--- src/rtl/alaw_pkg.sv ---
// Shared definitions for the A-law PCM serializer slice.
// Provides the codeword width, the G.711 even-bit inversion mask, the
// default idle codeword and the framing state encoding.
package alaw_pkg;
  localparam int         ALAW_W            = 8;
  localparam logic [7:0] ALAW_INV_MASK     = 8'h55;
  localparam logic [7:0] ALAW_IDLE_DEFAULT = 8'h80;

  typedef enum logic [1:0] {S_IDLE, S_SLOT, S_GAP} state_e;
endpackage

--- src/rtl/alaw_pcm_serializer_if.sv ---
// Codeword handshake between the A-law coder (master) and the serializer
// (slave).
//   in_alaw  : 8-bit A-law codeword
//   in_valid : codeword valid
//   in_ready : serializer FIFO can accept
interface alaw_pcm_serializer_if;
  import alaw_pkg::*;
  logic [ALAW_W-1:0] in_alaw;
  logic              in_valid;
  logic              in_ready;

  modport master (output in_alaw, in_valid, input  in_ready);
  modport slave  (input  in_alaw, in_valid, output in_ready);
endinterface

--- src/rtl/alaw_sync_fifo.sv ---
// Small synchronous FIFO with synchronous active-low reset.
//   push/wr_data : write when not full (refused otherwise)
//   pop/rd_data  : read when not empty; rd_data shows the head word
//   full/empty   : derived from registered occupancy only
//   level        : current occupancy
module alaw_sync_fifo #(
  parameter  int W     = 8,
  parameter  int DEPTH = 4,
  localparam int AW    = $clog2(DEPTH),
  localparam int LW    = AW + 1
) (
  input  logic          clk,
  input  logic          rst_n,
  input  logic          push,
  input  logic [W-1:0]  wr_data,
  input  logic          pop,
  output logic [W-1:0]  rd_data,
  output logic          full,
  output logic          empty,
  output logic [LW-1:0] level
);
  logic [DEPTH-1:0][W-1:0] mem_q, mem_d;
  logic [AW-1:0]           wr_ptr_q, wr_ptr_d, rd_ptr_q, rd_ptr_d;
  logic [LW-1:0]           level_q, level_d;
  logic                    do_push, do_pop;

  assign full    = (level_q == LW'(DEPTH));
  assign empty   = (level_q == '0);
  assign level   = level_q;
  assign rd_data = mem_q[rd_ptr_q];

  // Full is checked before any pop of this cycle, so a full FIFO refuses
  // a push even when a word leaves in the same clock.
  assign do_push = push && !full;
  assign do_pop  = pop && !empty;

  always_comb begin
    mem_d    = mem_q;
    wr_ptr_d = wr_ptr_q;
    rd_ptr_d = rd_ptr_q;
    level_d  = level_q;
    if (do_push) begin
      mem_d[wr_ptr_q] = wr_data;
      wr_ptr_d        = wr_ptr_q + AW'(1);
    end
    if (do_pop) rd_ptr_d = rd_ptr_q + AW'(1);
    if (do_push && !do_pop)      level_d = level_q + LW'(1);
    else if (!do_push && do_pop) level_d = level_q - LW'(1);
  end

  always_ff @(posedge clk) begin
    if (!rst_n) begin
      mem_q    <= '0;
      wr_ptr_q <= '0;
      rd_ptr_q <= '0;
      level_q  <= '0;
    end else begin
      mem_q    <= mem_d;
      wr_ptr_q <= wr_ptr_d;
      rd_ptr_q <= rd_ptr_d;
      level_q  <= level_d;
    end
  end
endmodule

--- src/rtl/alaw_pcm_serializer.sv ---
// A-law PCM serializer: buffers codewords from the coder and shifts each
// out MSB-first as the first 8 bits of a FRAME_LEN-bit PCM frame, with a
// frame-sync pulse on bit 0. Sends IDLE_CODE when the FIFO is empty at
// frame start. Paced by the bit_en strobe; outputs hold between strobes.
// Optional build macro ALAW_EVEN_BIT_INVERT_EN: XOR each loaded word
// (including the idle code) with 8'h55 before shifting.
// Ports:
//   clk, rst_n   : system clock, synchronous active-low reset
//   bit_en       : one-clk strobe per serial bit period
//   in_if        : codeword handshake (slave side)
//   sdo, fsync   : registered serial data and frame sync
//   fifo_level   : FIFO occupancy
//   underrun_cnt : saturating count of idle-code insertions
module alaw_pcm_serializer
  import alaw_pkg::*;
#(
  parameter  int         FIFO_DEPTH = 4,
  parameter  int         FRAME_LEN  = 32,
  parameter  logic [7:0] IDLE_CODE  = ALAW_IDLE_DEFAULT,
  localparam int         LW         = $clog2(FIFO_DEPTH) + 1,
  localparam int         CW         = $clog2(FRAME_LEN)
) (
  input  logic                  clk,
  input  logic                  rst_n,
  input  logic                  bit_en,
  alaw_pcm_serializer_if.slave  in_if,
  output logic                  sdo,
  output logic                  fsync,
  output logic [LW-1:0]         fifo_level,
  output logic [7:0]            underrun_cnt
);
  state_e            state_q, state_d;
  logic [CW-1:0]     bit_cnt_q, bit_cnt_d;
  logic [ALAW_W-1:0] shreg_q, shreg_d;
  logic              sdo_q, sdo_d, fsync_q, fsync_d;
  logic [7:0]        urun_q, urun_d;

  logic              full, empty, frame_start, pop;
  logic [ALAW_W-1:0] head, load_word;

  alaw_sync_fifo #(.W(ALAW_W), .DEPTH(FIFO_DEPTH)) u_fifo (
    .clk     (clk),
    .rst_n   (rst_n),
    .push    (in_if.in_valid),
    .wr_data (in_if.in_alaw),
    .pop     (pop),
    .rd_data (head),
    .full    (full),
    .empty   (empty),
    .level   (fifo_level)
  );

  assign in_if.in_ready = !full;
  assign sdo            = sdo_q;
  assign fsync          = fsync_q;
  assign underrun_cnt   = urun_q;

  assign frame_start = bit_en && ((state_q == S_IDLE) ||
                       (state_q == S_GAP && bit_cnt_q == CW'(FRAME_LEN - 1)));
  // Uses registered empty, so a word pushed in this very cycle waits for
  // the next frame.
  assign pop = frame_start && !empty;

`ifdef ALAW_EVEN_BIT_INVERT_EN
  assign load_word = (empty ? IDLE_CODE : head) ^ ALAW_INV_MASK;
`else
  assign load_word = empty ? IDLE_CODE : head;
`endif

  always_comb begin
    state_d   = state_q;
    bit_cnt_d = bit_cnt_q;
    shreg_d   = shreg_q;
    sdo_d     = sdo_q;
    fsync_d   = fsync_q;
    urun_d    = urun_q;
    if (frame_start) begin
      shreg_d   = load_word;
      sdo_d     = load_word[ALAW_W-1];
      fsync_d   = 1'b1;
      bit_cnt_d = '0;
      state_d   = S_SLOT;
      if (empty && urun_q != 8'hFF) urun_d = urun_q + 8'd1;
    end else if (bit_en) begin
      case (state_q)
        S_SLOT: begin
          bit_cnt_d = bit_cnt_q + CW'(1);
          fsync_d   = 1'b0;
          shreg_d   = {shreg_q[ALAW_W-2:0], 1'b0};
          if (bit_cnt_d == CW'(ALAW_W)) begin
            state_d = S_GAP;
            sdo_d   = 1'b0;
          end else begin
            sdo_d   = shreg_d[ALAW_W-1];
          end
        end
        S_GAP: begin
          bit_cnt_d = bit_cnt_q + CW'(1);
          sdo_d     = 1'b0;
          fsync_d   = 1'b0;
        end
        default: ;
      endcase
    end
  end

  always_ff @(posedge clk) begin
    if (!rst_n) begin
      state_q   <= S_IDLE;
      bit_cnt_q <= '0;
      shreg_q   <= '0;
      sdo_q     <= 1'b0;
      fsync_q   <= 1'b0;
      urun_q    <= '0;
    end else begin
      state_q   <= state_d;
      bit_cnt_q <= bit_cnt_d;
      shreg_q   <= shreg_d;
      sdo_q     <= sdo_d;
      fsync_q   <= fsync_d;
      urun_q    <= urun_d;
    end
  end
endmodule

--- src/flat_wrapper.sv ---
// flat-port wrapper written by rule: the top's interface ports become plain ports
module alaw_pcm_serializer_flat import alaw_pkg::*;
#(
  parameter  int         FIFO_DEPTH = 4,
  parameter  int         FRAME_LEN  = 32,
  parameter  logic [7:0] IDLE_CODE  = ALAW_IDLE_DEFAULT,
  localparam int         LW         = $clog2(FIFO_DEPTH) + 1,
  localparam int         CW         = $clog2(FRAME_LEN)
)
  (clk, rst_n, bit_en, sdo, fsync, fifo_level, underrun_cnt, in_if_in_alaw, in_if_in_valid, in_if_in_ready);
  alaw_pcm_serializer_if in_if_i ();
  input  logic clk;
  input  logic rst_n;
  input  logic bit_en;
  output logic sdo;
  output logic fsync;
  output logic [LW-1:0] fifo_level;
  output logic [7:0] underrun_cnt;
  input wire logic [$bits(in_if_i.in_alaw)-1:0] in_if_in_alaw;
  input wire logic [$bits(in_if_i.in_valid)-1:0] in_if_in_valid;
  output wire logic [$bits(in_if_i.in_ready)-1:0] in_if_in_ready;
  assign in_if_i.in_alaw = in_if_in_alaw;
  assign in_if_i.in_valid = in_if_in_valid;
  assign in_if_in_ready = in_if_i.in_ready;
  alaw_pcm_serializer #(.FIFO_DEPTH(FIFO_DEPTH), .FRAME_LEN(FRAME_LEN), .IDLE_CODE(IDLE_CODE)) u_core (.clk(clk), .rst_n(rst_n), .bit_en(bit_en), .in_if(in_if_i), .sdo(sdo), .fsync(fsync), .fifo_level(fifo_level), .underrun_cnt(underrun_cnt));
endmodule
--- config.mk ---
export PLATFORM = sky130hd
export DESIGN_NAME = alaw_pcm_serializer_flat
export DESIGN_NICKNAME = d
export VERILOG_FILES = /design/src/rtl/alaw_pkg.sv /design/src/rtl/alaw_pcm_serializer_if.sv /design/src/rtl/alaw_sync_fifo.sv /design/src/rtl/alaw_pcm_serializer.sv /design/src/flat_wrapper.sv
export SDC_FILE = /design/constraint.sdc
export NUM_CORES = 1
export LEC_CHECK = 0
export BUFFER_PORTS_ARGS = -buffer_cell sky130_fd_sc_hd__buf_2
export CAP_MARGIN = 20
export CELL_PAD_IN_SITES_DETAIL_PLACEMENT = 0
export CELL_PAD_IN_SITES_GLOBAL_PLACEMENT = 1
export CORE_MARGIN = 1
export CORE_UTILIZATION = 48
export CTS_CLUSTER_DIAMETER = 120
export DETAILED_ROUTE_END_ITERATION = 8
export PLACE_DENSITY = 0.84
export SLEW_MARGIN = 20
export SYNTH_ARGS = -nofsm -noshare
export SYNTH_HDL_FRONTEND = slang
export SYNTH_SLANG_ARGS = --single-unit
export TNS_END_PERCENT = 30
--- constraint.sdc ---
create_clock -name clk -period 7.9 [get_ports clk]
set_input_delay 0.79 -clock clk [delete_from_list [all_inputs] [get_ports clk]]
set_output_delay 0.79 -clock clk [all_outputs]
set_load 0.03 [all_outputs]
After elaboration in Yosys (flattened, before gate mapping):

Index checks and enable logic that the tools add are counted.

* equality and inequality tests: 6
* $add $sub $neg: 6
* reductions and logical operators: 31
* shifts and indexed selects: 0
* mux-type cells: 22
* multipliers: 0
* bitwise gates (word level): 1
* divide/modulo/power cells: 0
* $lt $le $gt $ge: 3

Operator list (number)
* $bwmux W32: 1
* $mux W8: 3
* $mux W7: 3
* $bmux W8 S2: 1
* $demux W8 S2: 1
* $mux W1: 10
* $reduce_and A2 Y1: 5
* $reduce_bool A2 Y1: 5
* $logic_and A1 B1 Y1: 9
* $add A8 B1 Y8 const B: 1
* $ne A8 B8 Y1 const B: 1
* $lt A2 B3 Y1 const B: 2
* $mux W3: 2
* $reduce_and A3 Y1: 2
* $add A5 B1 Y5 const B: 1
* $eq A5 B4 Y1 const B: 1
* $eq A5 B5 Y1 const B: 1
* $add A2 B1 Y2 const B: 2
* $logic_not A1 Y1: 4
* $reduce_or A2 Y1: 2
* $add A3 B1 Y3 const B: 1
* $eq A3 B3 Y1 const B: 1
* $logic_not A3 Y1: 1
* $reduce_bool A3 Y1: 1
* 8 further kinds: 8

* memories: 0
* output and inout bits: 14
* word-level logic and storage cells: 83
* register bits after elaboration: 63
* bits in writable memories: 0
* memory bits (read-only): 0
* input port bits: 12
* bits in latches: 0

Logic depth before layout (Yosys ltp):

Gate-level depths: netlist (run 1).

* word-level depth: 9
* mapped depth: 13

Hierarchy:

A second synthesis (run 1) with hierarchy kept.

* cells, all modules: 310
* area total of the unflattened synthesis: 3001.6 sq um

By module, submodules not included
* alaw_sync_fifo: times used 1, cells an instance 166, area each 1759.2 sq um
* alaw_pcm_serializer: times used 1, cells an instance 144, area each 1242.4 sq um

Least setup slack after synthesis (run 1):

Ideal clock, no wire load.

* path type: reg-to-reg
* start point: register u_core.bit_cnt_q[0]
* end point: register u_core.u_fifo.level_q[2] (netlist: u_core.u_fifo.level[2])
* setup slack: 5.153 ns
* cell stages (with the launch flop): 14
* path buffers: 1
* setup time: 0.070 ns
* required time: 7.830 ns
* arrival time: 2.677 ns
* path through: dfxtp_1 > ha_1 > and3_1 > ha_1 > a21o_2 > and3_1 > buf_6 > inv_2 > ha_1 > inv_1 > fa_1 > xor2_1 > or3_1 > a21oi_1

* longest elaborated chain between the ends: 9
* elaborated cells between the ends (all ways): 11
* those cells by class: eq/ne: 1; mux: 1; reduce/logical: 9

RTL lines
* start, declared: line alaw_pcm_serializer.sv:33 `logic [CW-1:0] bit_cnt_q, bit_cnt_d;`
* start signal, assigned: line alaw_pcm_serializer.sv:117 `bit_cnt_q <= bit_cnt_d;`
* $eq A5 B5 Y1 (*): line alaw_pcm_serializer.sv:59 `(state_q == S_GAP && bit_cnt_q == CW'(FRAME_LEN - 1)));`
* $logic_and A1 B1 Y1 (*): line alaw_pcm_serializer.sv:59
* $logic_or A1 B1 Y1 (*): line alaw_pcm_serializer.sv:58 `assign frame_start = bit_en && ((state_q == S_IDLE) ||`
* $logic_and A1 B1 Y1 (*): line alaw_pcm_serializer.sv:58
* $logic_and A1 B1 Y1 (*): line alaw_pcm_serializer.sv:62 `assign pop = frame_start && !empty;`
* $logic_and A1 B1 Y1 (*): line alaw_sync_fifo.sv:35 `assign do_pop = pop && !empty;`
* $logic_not A1 Y1: line alaw_sync_fifo.sv:47 `if (do_push && !do_pop) level_d = level_q + LW'(1);`
* $logic_and A1 B1 Y1: line alaw_sync_fifo.sv:47
* $mux W3 or $reduce_bool A2 Y1 (tied branches)
* end signal, assigned: line alaw_sync_fifo.sv:61 `level_q <= level_d;`
* end, declared: line alaw_sync_fifo.sv:24 `logic [LW-1:0] level_q, level_d;`

Every way passes the cells marked *; elsewhere a longest branch is shown, timed or not.
A chain may end at the register's enable or synchronous reset.

Worst setup path in the final report (run 1):

Ends and elaborated chain as after synthesis.

==> Flow_metrics.wiki, run 1 <==
{| class="wikitable"
! Metric !! Value
|-
| Total vias in the final route || 2330
|-
| Total Nets Final || 367
|-
| Via count of the first global-routing pass || 2145
|-
| Register cell area after layout || approximately 1300 sq um
|-
| Number of library cell types mapped by synthesis || 40
|-
| Dominant combinational cell family by area after synthesis || simple AND/OR/NAND/NOR gates
|-
| Chain of cells forming the critical path || ha_1 -> and3_1 -> ha_1 -> a21o_2 -> and3_1 -> inv_2 -> ha_1 -> inv_1 -> fa_1 -> xor2_1 -> or3_1 -> a21oi_1
|-
| Worst Max-Slew Pin Slew || around 0.70 ns
|-
| Result of the run || finished, final reports clean
|-
| Maximum clock skew at final layout || about 0.011 ns
|-
| Count of buffers inserted at the top-level ports || 25
|-
| Clock transition at the register clock pins on the worst setup and hold paths after CTS || 0.07 ns
|-
| Drt via density || 5.521
|-
| Max-cap check violation count || 0
|-
| Final count of negative-setup-slack endpoints || 0
|-
| Placed inst area || 3057 sq um
|-
| Count of instances resized after the clock tree is built || 0
|-
| Critical Path Start Type || register
|-
| Crit-path slowest cell || fa_1
|-
| Detailed-route wire length per cell || 14.29 um
|-
| Area share of the leading cell type in the synthesized netlist || 0.4328
|-
| Total global routing track utilization || 0.2139
|-
| Static Leak || 1.212 nW
|-
| Share of synthesized area spent on multiplexers || 0.06870
|-
| Setup crit end kind || register
|-
| Net count after synthesis || 348
|-
| Overall die area || roughly 6400 sq um
|-
| Library cell appearing most often on the critical path || ha_1
|-
| CTS buffer count || 9
|-
| Number of placement rows || 28
|-
| Final Slew Violations || 0
|-
| Number of placed cells counting well taps || approximately 400
|-
| Number of buffers added for setup after CTS || 0
|-
| Maximum count of clock buffers along a single path || 2
|-
| Headroom to the max-slew limit || 0.5350
|-
| Root Driver || clkbuf_8
|-
| Placed wire-length estimate || 3989 um
|-
| Multi-input gate area in the final layout || between 1500 and 2000 sq um
|-
| Largest net degree at the start of global routing || 40
|-
| Worst Setup Path Type || reg -> reg
|-
| Final setup TNS || 0 ns
|-
| Worst Path Required || 8.17 ns
|-
| Synthesized flop and latch total || 63
|-
| Top cell type by total area after synthesis || dfxtp_1
|-
| Number of synthesized flops with an enable pin || 0
|-
| Combined area of all synthesized cells || 2914 sq um
|-
| First-pass detailed-route iteration total || 4
|-
| Endpoint arrival time on the critical path || 3.19 ns
|-
| Synthesis-to-finish area growth || 10.91%
|-
| Instance count of the mapped netlist || 323
|-
| Initial DRC count || 74
|-
| First-pass GRT wire length || about 10000 um
|-
| Total clock sinks || 63
|-
| DRC || 0
|-
| Worst supply voltage drop on vdd || 137.5 uV
|-
| Die W || approximately 80 um
|-
| Leading post-synthesis cells by cell area || dfxtp_1 (43%), nand3_1 (6.9%), a21oi_1 (6.7%)
|-
| Proportion of synthesized chip area in sequential cells || 0.4328
|-
| Placer congestion estimate || 0.7623
|-
| Initial Utilization || 0.4951
|-
| Cell Pwr Density || roughly 270 nW/um^2
|-
| Number of warnings issued by yosys || 0
|-
| Final core utilization || 0.5491
|-
| Initial antenna violation count || 0
|-
| Fraction of registers with async set/reset || 0
|-
| Diodes inserted || 0
|-
| Overall overflow remaining after global route || 0
|-
| Setup repair after global routing missed its margin || no
|-
| Number of fill cells || 544
|-
| Post-cts hold buffer count || 0
|-
| Top-level port count || 26
|-
| Total count of hold-check failures in the final report || 0
|-
| Critical-path maximum fanout || 10
|-
| Total non-filler cell area in the finished layout || 3232 sq um
|-
| Count of placed standard cells in the final layout, fillers left out || 422
|-
| DIE HEIGHT || 79.92 um
|-
| Highest Clock Rate || 342.3 MHz
|-
| Share of the clock period used by the worst path || 0.3698
|-
| Class of the most critical hold timing path || reg -> reg
|-
| Final worst path period need || 2.921 ns
|-
| ANT nets after route || 0
|-
| Clock tree from TritonCTS || built
|-
| Post-synth top flop || dfxtp_1
|-
| Core Region || between 5000 and 6000 sq um
|-
| Min Hold Slack || 0.4549 ns
|-
| Compound-Gate Fraction of Synth Area || 0.1267
|-
| Routed wire length || roughly 6000 um
|-
| Syn Area/Cell || around 9 sq um
|-
| Maximum single-stage delay on the critical path || 0.37 ns
|-
| Adder and majority cell fraction of the synthesized area || 0.05839
|-
| Share of final-layout standard cells stronger than drive strength 1 || 0.1816
|-
| Simple-gate share of the synthesized area || 0.2224
|-
| Xor and xnor fraction of the mapped netlist area || 0.04809
|-
| Insertion delay to the later sink of the worst-skew pair || 0.34 ns
|-
| H-tree level count || 3
|}
layout make-up:
cell class	instances	share of cell area
clock buffers	12	0.04801
clock inverters	4	0.006194
inverters	8	0.009292
multi-input cells	233	0.4739
flip-flops and latches	63	0.3902
well taps	75	0.02904
repair buffers	27	0.04336
layout by cell type, fill, tap and decap left out, types with 4 or more instances in the layout:
master | synthesis | routed
clkinv_2 | 0 | 4
nand3_1 | 40 | 40
a21oi_1 | 39 | 39
buf_2 | 4 | 25
inv_1 | 7 | 7
dfxtp_1 | 63 | 63
clkbuf_8 | 0 | 11
nand2_1 | 49 | 49
xnor2_1 | 11 | 11
ha_1 | 12 | 12
xor2_1 | 5 | 5
o21ai_0 | 9 | 9
a221oi_1 | 6 | 6
nor2_1 | 26 | 26
mux4_2 | 8 | 8
flip-flops by register name (all words and copies together), names as in the netlist:
signal	cells
u_core.u_fifo.rd_ptr_q	2
u_core.state_q	2
u_core.fsync	1
u_core.shreg_q	7
u_core.u_fifo.wr_ptr_q	2
u_core.bit_cnt_q	5
u_core.sdo	1
u_core.u_fifo.mem_q	32
u_core.u_fifo.level	3
u_core.underrun_cnt	8
synthesized netlist by cell type (2+ instances only):
cell and number:
xnor2_1 11, mux2i_1 2, o21ai_1 2, nand3_1 40
inv_1 7, nand2_1 49, a221oi_1 6, a21oi_1 39
o21ai_0 9, and4_4 2, xor2_1 5, nor3_2 2
or3_1 2, and3_1 2, buf_2 4, ha_1 12
clkbuf_1 11, dfxtp_1 63, mux4_2 8, buf_6 2
nor2_1 26
worst max-delay path: cells and delay by family, from the launching register on:
kind                     cells  cell delay [ns]
buffers and inverters        2             0.16
adder cells (fa/ha/maj)      4             0.97
AO/OA/AOI/OAI                2             0.40
flip-flops                   1             0.34
XOR/XNOR                     1             0.17
AND/OR/NAND/NOR              3             0.81
kinds of logic (layout without fill, tap and decap cells):
kind of cell | Yosys count | count (layout)
AND/OR/NAND/NOR | 131 | 131
AO/OA/AOI/OAI | 63 | 63
flip-flops | 63 | 63
buffers and inverters | 27 | 51
XOR/XNOR | 16 | 16
adder cells (fa/ha/maj) | 13 | 13
multiplexers | 10 | 10
worst paths after layout:
check | from | to | slack [ns] | cells past startpoint
worst min register to register | u_core.u_fifo.mem_q[4] | u_core.u_fifo.mem_q[4] | 0.45 | 2
worst max-delay path | u_core.bit_cnt_q[0] | u_core.u_fifo.level[2] | 4.98 | 12
worst max register to register | u_core.bit_cnt_q[0] | u_core.u_fifo.level[2] | 4.98 | 12
worst min-delay path | u_core.u_fifo.mem_q[4] | u_core.u_fifo.mem_q[4] | 0.45 | 2
power breakdown:
part	switching, mW	total (mW)	internal [mW]
sequential	0.0381	0.389	0.351
combinational	0.141	0.229	0.0882
clock	0.122	0.251	0.129
metrics by stage:
stage | power [mW] | setup WS [ns]
2_1_floorplan | 0.5705 | 5.153
3_3_place_gp | 0.6248 | 5.032
3_5_place_dp | 0.6274 | 4.975
4_1_cts | 0.8816 | 4.959
5_1_grt | 0.9229 | 4.792
6_report | 0.8688 | 4.979
metal layers:
metal,up-vias,track usage,part of all wire
li1,1163,-,-
met1,1126,0.2750,0.48
met2,33,0.3436,0.48
met3,8,0.03771,0.029
met4,0,0.1071,0.017
met5,-,0,0
Power figures use the tool's default switching activity.
==> run 2: changes to the inputs <==
Settings changed: ABC_AREA set to 1, CORE_UTILIZATION 48 to 43, PLACE_DENSITY 0.84 to 0.8.
Clock period 7.9 ns to 2.7 ns, I/O delays scaled along.
==> run 2 against run 1 <==
  * Register-to-register slack got worse by 4.6 ns
  * Fmax increased by 27%
  * Combinational power rose to 3.2 times the previous value
  * Critical path type unchanged
==> Flow_metrics.wiki, run 2 <==
{| class="wikitable"
! Metric !! Value
|-
| Most frequent cell after synthesis || nand2_1
|-
| Die W || 85.19 um
|-
| Final worst path period need || 2.305 ns
|-
| Chain of cells forming the critical path || ha_1 -> inv_1 -> nor3_1 -> ha_1 -> nand2_1 -> nand2_1 -> nand2_2 -> nor2_2 -> inv_1 -> ha_1 -> inv_1 -> fa_1 -> o21ai_0 -> a21oi_1
|-
| Overall overflow remaining after global route || 0
|-
| Number of buffers added for setup after CTS || 0
|-
| DIE HEIGHT || 85.19 um
|-
| Detailed-route wire length per cell || 13.19 um
|-
| Synthesis-to-finish area growth || 11.73%
|-
| Total global routing track utilization || 0.2004
|-
| Syn Area/Cell || 7.347 sq um
|-
| Maximum single-stage delay on the critical path || 0.41 ns
|-
| Class of the most critical hold timing path || in -> reg
|-
| Worst Max-Slew Pin Slew || 0.5753 ns
|-
| Critical Path Start Type || register
|-
| Worst supply voltage drop on vdd || 429.1 uV
|-
| Count of buffers inserted at the top-level ports || 25
|-
| Combined area of all synthesized cells || 2975 sq um
|-
| Instance count of the mapped netlist || 405
|-
| Fraction of registers with async set/reset || 0
|-
| Clock transition at the register clock pins on the worst setup and hold paths after CTS || 0.07 ns
|-
| Initial antenna violation count || 0
|-
| Number of placement rows || 29
|-
| Cell Pwr Density || around 800 nW/um^2
|-
| Number of flip-flops under the largest register name || 32
|-
| Total count of hold-check failures in the final report || 0
|-
| Min Hold Slack || 0.2309 ns
|-
| Top post-synthesis cells by count || nand2_1 (83), a21oi_1 (67), dfxtp_1 (63)
|-
| Post-cts hold buffer count || 0
|-
| Final count of negative-setup-slack endpoints || 0
|-
| Maximum clock skew at final layout || approximately 0.0096 ns
|-
| Buffers plus inverters on the worst setup path || 3
|-
| Static Leak || 1.328 nW
|-
| Placed wire-length estimate || 4557 um
|-
| Setup crit end kind || register
|-
| Highest Clock Rate || 433.9 MHz
|-
| Total vias in the final route || 2639
|-
| Routed wire length || 6716 um
|-
| Worst Setup Path Type || reg -> reg
|-
| H-tree level count || 3
|-
| Count of instances resized after the clock tree is built || 0
|-
| Insertion delay to the later sink of the worst-skew pair || 0.34 ns
|-
| Overall die area || 7256 sq um
|-
| Share of final-layout standard cells stronger than drive strength 1 || 0.1505
|-
| Headroom to the max-slew limit || 0.6159
|-
| Max-cap check violation count || 0
|-
| Number of warnings issued by yosys || 0
|-
| Core Region || ~6500 sq um
|-
| Leading post-synthesis cells by cell area || dfxtp_1 (42%), a21oi_1 (11%), nand2_1 (10%)
|-
| Clock tree from TritonCTS || built
|-
| Most common library cell in the layout ignoring fill and taps || nand2_1
|-
| Crit-path slowest cell || fa_1
|-
| CTS buffer count || 9
|-
| Result of the run || finished, final reports clean
|-
| Number of synthesized flops with an enable pin || 0
|-
| First-pass GRT wire length || 11270 um
|-
| Proportion of synthesized chip area in sequential cells || 0.4239
|-
| Top Family by Delay on Critical Path || adder cells
|-
| Total clock sinks || 63
|-
| Root Driver || clkbuf_8
|-
| DRC || 0
|-
| Endpoint arrival time on the critical path || ~2.5 ns
|-
| Synthesized flop and latch total || 63
|-
| Number of library cell types mapped by synthesis || 27
|-
| Critical-path maximum fanout || 5
|-
| First-pass detailed-route iteration total || 4
|-
| Number of fill cells || 691
|-
| Via count of the first global-routing pass || roughly 2400
|-
| Multi-input gate area in the final layout || 1470 sq um
|-
| Maximum count of clock buffers along a single path || 2
|-
| Final setup TNS || 0 ns
|-
| ANT nets after route || 0
|-
| Share of the clock period used by the worst path || 0.8536
|-
| Register cell area after layout || 1264 sq um
|-
| Area share of the leading cell type in the synthesized netlist || 0.4239
|-
| Total non-filler cell area in the finished layout || 3324 sq um
|-
| Largest net degree at the start of global routing || 31
|-
| Drt via density || roughly 5.2
|-
| Net count after synthesis || 430
|-
| Placed inst area || 3126 sq um
|-
| Final Slew Violations || 0
|-
| Diodes inserted || 0
|-
| Total Nets Final || 453
|-
| Most frequent cells in the layout || nand2_1 (83), a21oi_1 (67), dfxtp_1 (61)
|-
| Initial Utilization || 0.4556
|-
| Biggest register || u_core.u_fifo.mem_q
|-
| Placer congestion estimate || 0.7386
|-
| Initial DRC count || about 160
|-
| Post-synth top flop || dfxtp_1
|-
| Worst Path Required || 2.93 ns
|-
| Top-level port count || 26
|-
| Top cell type by total area after synthesis || dfxtp_1
|-
| Setup repair after global routing missed its margin || no
|}
[run 2: cell types whose count changed after synthesis, sizes merged, moves of 3 or more]
| cell | before | now |
|---|---|---|
| inv | 8 | 35 |
| xnor2 | 11 | 1 |
| buf | 8 | 13 |
| nand2 | 49 | 92 |
| a21oi | 39 | 67 |
| a221oi | 6 | 0 |
| clkbuf | 11 | 5 |
| o21ai | 11 | 51 |
| nand3 | 40 | 31 |
| nand4 | 0 | 3 |
| mux4 | 8 | 0 |
| nor2 | 27 | 23 |
[run 2: power by group]
part | internal [mW] | leakage [nW] | switching (mW)
Clock | 0.467 | 0.105 | 0.359
Sequential | 1.03 | 0.515 | 0.0670
Combinational | 0.223 | 0.708 | 0.499
Total | 1.72 | 1.33 | 0.925
[run 2: layout make-up]
class | instances | share of cell area
clock buffer | 11 | 0.04554
clock inverter | 4 | 0.01355
inverter | 36 | 0.04065
multi-input combinational | 288 | 0.4422
sequential | 63 | 0.3801
tap | 77 | 0.02898
timing repair buffer | 30 | 0.04893
[run 2: final timing paths]
| path | depth (start not counted) | to | startpoint | slack [ns] |
|---|---|---|---|---|
| min | 3 | u_core.u_fifo.mem_q[2] | in_if_in_alaw[2] | 0.23 |
| max reg2reg | 14 | u_core.u_fifo.level[1] | u_core.bit_cnt_q[0] | 0.40 |
| max | 14 | u_core.u_fifo.level[1] | u_core.bit_cnt_q[0] | 0.40 |
| min reg2reg | 2 | u_core.u_fifo.mem_q[9] | u_core.u_fifo.mem_q[9] | 0.45 |
[run 2: logic make-up (layout without fill, tap and decap cells)]
logic type | count (synthesis) | after routing | share of synthesized area
simple gates | 152 | 152 | 0.2246
compound gates | 119 | 119 | 0.2006
fa+ha+maj | 13 | 13 | 0.05719
flops | 63 | 63 | 0.4239
buf+inv | 54 | 81 | 0.08200
xor+xnor | 4 | 4 | 0.01178
[run 2: metal layers]
layer | global-route usage | part of all wire
met2 | 0.3218 | 0.46
met3 | 0.06809 | 0.044
met5 | 0 | 0
met4 | 0.06934 | 0.014
met1 | 0.2514 | 0.48
[run 2: tightest hold or removal path, cell delays in order]
cell,delay [ns]
buf_2,0.12
nand3_1,0.07
a21oi_1,0.06
[run 2: metrics by stage]
| stage | util | instances | power (mW) | setup WS, ns |
|---|---|---|---|---|
| floorplan | - | 405 | 1.668 | 0.2903 |
| global placement | 0.4785 | 494 | 1.828 | 0.3817 |
| detailed placement | 0.4785 | 494 | 1.844 | 0.3140 |
| CTS | 0.5086 | 509 | 2.675 | 0.3055 |
| global route | 0.5090 | 509 | 2.814 | 0.0002447 |
| finish | 0.5090 | 509 | 2.648 | 0.3952 |
